File: src/rtl/pipe_run_ctrl.sv
// Run/step/breakpoint controller for the 5-stage pipelined CPU.
// Issues a registered one-Clk advance enable that gates all pipeline state.
module pipe_run_ctrl #(
    parameter int DIV        = 5000000,
    parameter int DEB_CYCLES = 1000000
) (
    input  logic        Clk,
    input  logic        Reset,
    input  logic        run_sw,
    input  logic        step_btn,
    input  logic        bp_en,
    input  logic [31:0] bp_addr,
    input  logic [31:0] pc,
    output logic        advance,
    output logic [1:0]  state,
    output logic        bp_hit,
    output logic [31:0] adv_count
);

    localparam int DIV_W = $clog2(DIV);
    localparam int DEB_W = (DEB_CYCLES > 1) ? $clog2(DEB_CYCLES) : 1;
    localparam logic [DIV_W-1:0] DIV_LAST = DIV_W'(DIV - 1);
    localparam logic [DEB_W-1:0] DEB_LAST = DEB_W'(DEB_CYCLES - 1);

    typedef enum logic [1:0] {
        S_HALT  = 2'b00,
        S_RUN   = 2'b01,
        S_STEP  = 2'b10,
        S_BREAK = 2'b11
    } state_t;

    state_t             state_q, state_d;
    logic [DIV_W-1:0]   div_q, div_d;
    logic               skip_q, skip_d;
    logic               adv_d;

    logic [1:0]         sync_q;
    logic               deb_level;
    logic [DEB_W-1:0]   deb_cnt;
    logic               step_req;

    // Step button: 2-flop synchroniser, then a level debouncer; step_req
    // pulses for one cycle when the debounced level rises.
    always_ff @(posedge Clk or posedge Reset) begin
        if (Reset) begin
            sync_q    <= '0;
            deb_level <= 1'b0;
            deb_cnt   <= '0;
            step_req  <= 1'b0;
        end else begin
            // NOTE: non-blocking assignments so every flop samples pre-edge values.
            sync_q   <= {sync_q[0], step_btn};
            step_req <= 1'b0;
            if (sync_q[1] == deb_level) begin
                deb_cnt <= '0;
            end else if (deb_cnt == DEB_LAST) begin
                deb_level <= sync_q[1];
                deb_cnt   <= '0;
                step_req  <= sync_q[1];
            end else begin
                deb_cnt <= deb_cnt + DEB_W'(1);
            end
        end
    end

    always_comb begin
        // NOTE: defaults first so no path leaves a variable unassigned (no latches).
        state_d = state_q;
        div_d   = div_q;
        skip_d  = skip_q;
        adv_d   = 1'b0;
        unique case (state_q)
            S_HALT: begin
                div_d = '0;
                if (step_req) begin
                    state_d = S_STEP;
                end else if (run_sw) begin
                    state_d = S_RUN;
                    skip_d  = 1'b1;
                end
            end
            S_RUN: begin
                // Switch-off beats the tick so no stray advance leaks out.
                if (!run_sw) begin
                    state_d = S_HALT;
                    div_d   = '0;
                end else if (div_q == DIV_LAST) begin
                    div_d = '0;
                    if (bp_en && (pc == bp_addr) && !skip_q) begin
                        state_d = S_BREAK;
                    end else begin
                        adv_d  = 1'b1;
                        skip_d = 1'b0;
                    end
                end else begin
                    div_d = div_q + DIV_W'(1);
                end
            end
            S_STEP: begin
                adv_d   = 1'b1;
                state_d = S_HALT;
            end
            S_BREAK: begin
                if (step_req) begin
                    state_d = S_STEP;
                end else if (!run_sw) begin
                    state_d = S_HALT;
                end
            end
        endcase
    end

    always_ff @(posedge Clk or posedge Reset) begin
        if (Reset) begin
            state_q   <= S_HALT;
            div_q     <= '0;
            skip_q    <= 1'b0;
            advance   <= 1'b0;
            bp_hit    <= 1'b0;
            adv_count <= '0;
        end else begin
            state_q   <= state_d;
            div_q     <= div_d;
            skip_q    <= skip_d;
            advance   <= adv_d;
            bp_hit    <= (state_d == S_BREAK);
            adv_count <= adv_count + {31'd0, advance};
        end
    end

    assign state = state_q;

endmodule

File: config.mk
export PLATFORM = sky130hd
export DESIGN_NAME = pipe_run_ctrl
export DESIGN_NICKNAME = d
export VERILOG_FILES = /design/src/rtl/pipe_run_ctrl.sv
export SDC_FILE = /design/constraint.sdc
export NUM_CORES = 1
export LEC_CHECK = 0
export ABC_CLOCK_PERIOD_IN_PS = 8400
export BUFFER_PORTS_ARGS = -buffer_cell sky130_fd_sc_hd__buf_2
export CAP_MARGIN = 20
export CORE_MARGIN = 10
export CORE_UTILIZATION = 60
export CTS_BUF_LIST = sky130_fd_sc_hd__clkbuf_8
export DETAILED_ROUTE_END_ITERATION = 10
export PLACE_DENSITY = 0.87
export SLEW_MARGIN = 20
export SYNTH_ARGS = -nofsm -noshare
export SYNTH_HDL_FRONTEND = slang
export SYNTH_SLANG_ARGS = --single-unit
File: constraint.sdc
create_clock -name Clk -period 8.4 [get_ports Clk]
set_clock_uncertainty 0.1 [all_clocks]
set_input_delay 2.1 -clock Clk [delete_from_list [all_inputs] [get_ports Clk]]
set_output_delay 2.1 -clock Clk [all_outputs]
set_load 0.1 [all_outputs]
==> run metrics <==
reported max-cap violation count=0; vias in the first global route=4225; synthesized cell area=0.004601 mm2; number of routed nets with antenna violations=0; Top delay family on crit path=buffers and inverters; count of mapped cells out of synthesis=472; Post-synth ARST share=100.0%; number of enable flip-flop cells after synthesis=0; drt pass-1 iters=7; Critical Setup Path Class=reg2out; Nets=655; initial antenna violation count=0; hpwl dp=8144 um; global-route total usage across every layer=19.56%; largest voltage drop on the vdd net=0.1137 mV; TritonCTS clock tree=built; mean routed wirelength per cell=16.20 um; Setup crit end kind=output pin; Die Span X=107.6 um; First DRT Iteration DRCs=282; number of buffer and inverter stages on the critical path=1; slowest CP cell=sky130_fd_sc_hd__buf_2; yosys warns=0; areal power density over the cells=191.0 mW/mm2; register bit total from synthesis=84; GR Overflow Total=0; clock transition at the registers of the reported paths=0.08 ns; Vias=4042; Worst Max-Slew Pin Slew=0.7702 ns; Netlist cell types=57; CP Cell Sequence=buf_2; sequential cell area fraction in the yosys report=45.69%; Reg2Reg Setup Slack=6.11 ns; largest net degree at the start of global routing=85; H-tree Lvls=3; share of post-route cells with drive strength above 1=23.33%; final-layout setup total negative slack=0 ns; Crit path required time=6.20 ns; Syn-to-layout area delta=17.51%; top-level port count=105; Syn Area/Cell=9.747 um2; Longest Clk Path Bufs=2; total inserted antenna cells=0; initial core utilization=62.43%; crit path max fanout=7; post-route minimum period=3.498 ns; die span in y=107.6 um; Std-Cell Core Area=0.007370 mm2; HP Class=reg2reg; maximum frequency from static timing analysis=285.9 MHz; clock root cell=sky130_fd_sc_hd__clkbuf_8; setup slack after layout=4.902 ns; Core Rows=31; worst-skew pair later-pin latency=0.35 ns; stage delay of the slowest cell on the critical path=0.48 ns; arrival time at the worst endpoint=1.30 ns; Net Count, Synth=549; die area=0.01157 mm2; share of the clock period used by the worst path=41.64%; routability congestion estimate from global placement=0.8367; final hold slack=0.2560 ns; kind of launch point of the worst setup path=register; setup-violating endpoint count in the final report=0; static leakage=2.479 nW; RSZ-0062 raised after global routing=false; PnR Total Power=1.032 mW; post-detailed-route via-to-cell ratio=5.927; number of buffers inserted by hold repair at cts=0; result of the run=completed; total count of hold-check failures in the final report=0; commonest register cell after synthesis=sky130_fd_sc_hd__dfrtp_1; count of input and output buffers=104; # DRC=0; CTS sink cnt=84; number of CTS-inserted buffers=9; DRT Wirelength=11050 um; wire length of the first global-routing pass=19020 um; number of buffers inserted to repair setup after CTS=0; post-cts gate resize count=0; relative slew slack=48.26%; number of pins exceeding their max-slew limit in the final report=0; worst-case setup slack after placement=4.816 ns
logic make-up (layout without fill, tap and decap cells):
family                   after synthesis  after routing  synth area share, %
AND/OR/NAND/NOR                      213            213                25.37
flip-flops                            84             84                45.69
XOR/XNOR                              83             83                15.80
AO/OA/AOI/OAI                         61             61                8.567
buffers and inverters                 22            133                2.149
adder cells (fa/ha/maj)                8              8                2.176
multiplexers                           1              1               0.2447
placed cells by master (no fill, tap or decap), types with 13 or more instances in the layout:
master,count
sky130_fd_sc_hd__xnor2_1,62
sky130_fd_sc_hd__nand2_1,42
sky130_fd_sc_hd__a31oi_1,13
sky130_fd_sc_hd__dfrtp_1,84
sky130_fd_sc_hd__nand4_1,23
sky130_fd_sc_hd__nor2_1,40
sky130_fd_sc_hd__nand3_1,30
sky130_fd_sc_hd__buf_2,104
sky130_fd_sc_hd__xor2_1,21
sky130_fd_sc_hd__a21oi_1,15
layer usage:
metal	routed length, um	track usage (%)
met3	895	6.587
met2	5663	33.95
met5	0	0
met4	230	6.966
met1	4256	21.79
where the power goes:
group | total (mW) | switching, mW | internal, mW
Clock | 0.290 | 0.151 | 0.139
Combinational | 0.298 | 0.218 | 0.0799
Sequential | 0.445 | 0.0222 | 0.422
path summary, 6_finish.rpt:
path,startpoint,end,depth (start not counted)
max in group asynchronous,Reset,state[0]$_DFF_PP0_,3
min reg2reg,sync_q[0]$_DFF_PP0_,sync_q[1]$_DFF_PP0_,0
min in group asynchronous,Reset,adv_count[4]$_DFF_PP0_,3
max reg2reg,state[0]$_DFF_PP0_,div_q[21]$_DFFE_PP0P_,7
min,sync_q[0]$_DFF_PP0_,sync_q[1]$_DFF_PP0_,0
max,adv_count[23]$_DFF_PP0_,adv_count[23],1
metrics by stage:
stage	instances	utilization [%]	area, um2
2_1_floorplan	472	-	4601
3_3_place_gp	666	70.61	5204
3_5_place_dp	666	70.61	5204
4_1_cts	682	73.31	5403
5_1_grt	682	73.36	5406
6_report	682	73.36	5406
area by class of cell:
class	instances	area (um2)
flip-flops and latches	84	2102
multi-input cells	366	2400
fillers	535	1963
repair buffers	106	539.3
clock inverters	7	75.07
well taps	99	123.9
clock buffers	9	123.9
inverters	11	42.54
state kept, by name (all words and copies together), names as in the netlist:
register / count
adv_count: 32
state: 2
deb_level: 1
div_q: 23
bp_hit: 1
step_req: 1
sync_q: 2
deb_cnt: 20
skip_q: 1
advance: 1
Yosys cell counts, types with 6 or more instances:
cell | instances | area, um2
sky130_fd_sc_hd__a21oi_1 | 15 | 75.07
sky130_fd_sc_hd__a31oi_1 | 13 | 81.33
sky130_fd_sc_hd__and3_1 | 11 | 68.82
sky130_fd_sc_hd__dfrtp_1 | 84 | 2102
sky130_fd_sc_hd__ha_1 | 8 | 100.1
sky130_fd_sc_hd__inv_1 | 11 | 41.29
sky130_fd_sc_hd__nand2_1 | 42 | 157.7
sky130_fd_sc_hd__nand2b_1 | 6 | 37.54
sky130_fd_sc_hd__nand3_1 | 30 | 150.1
sky130_fd_sc_hd__nand4_1 | 23 | 143.9
sky130_fd_sc_hd__nor2_1 | 40 | 150.1
sky130_fd_sc_hd__nor3_1 | 10 | 50.05
sky130_fd_sc_hd__nor4_1 | 11 | 68.82
sky130_fd_sc_hd__o21ai_0 | 10 | 50.05
sky130_fd_sc_hd__xnor2_1 | 62 | 543.0
sky130_fd_sc_hd__xor2_1 | 21 | 183.9
Power figures use the tool's default switching activity.
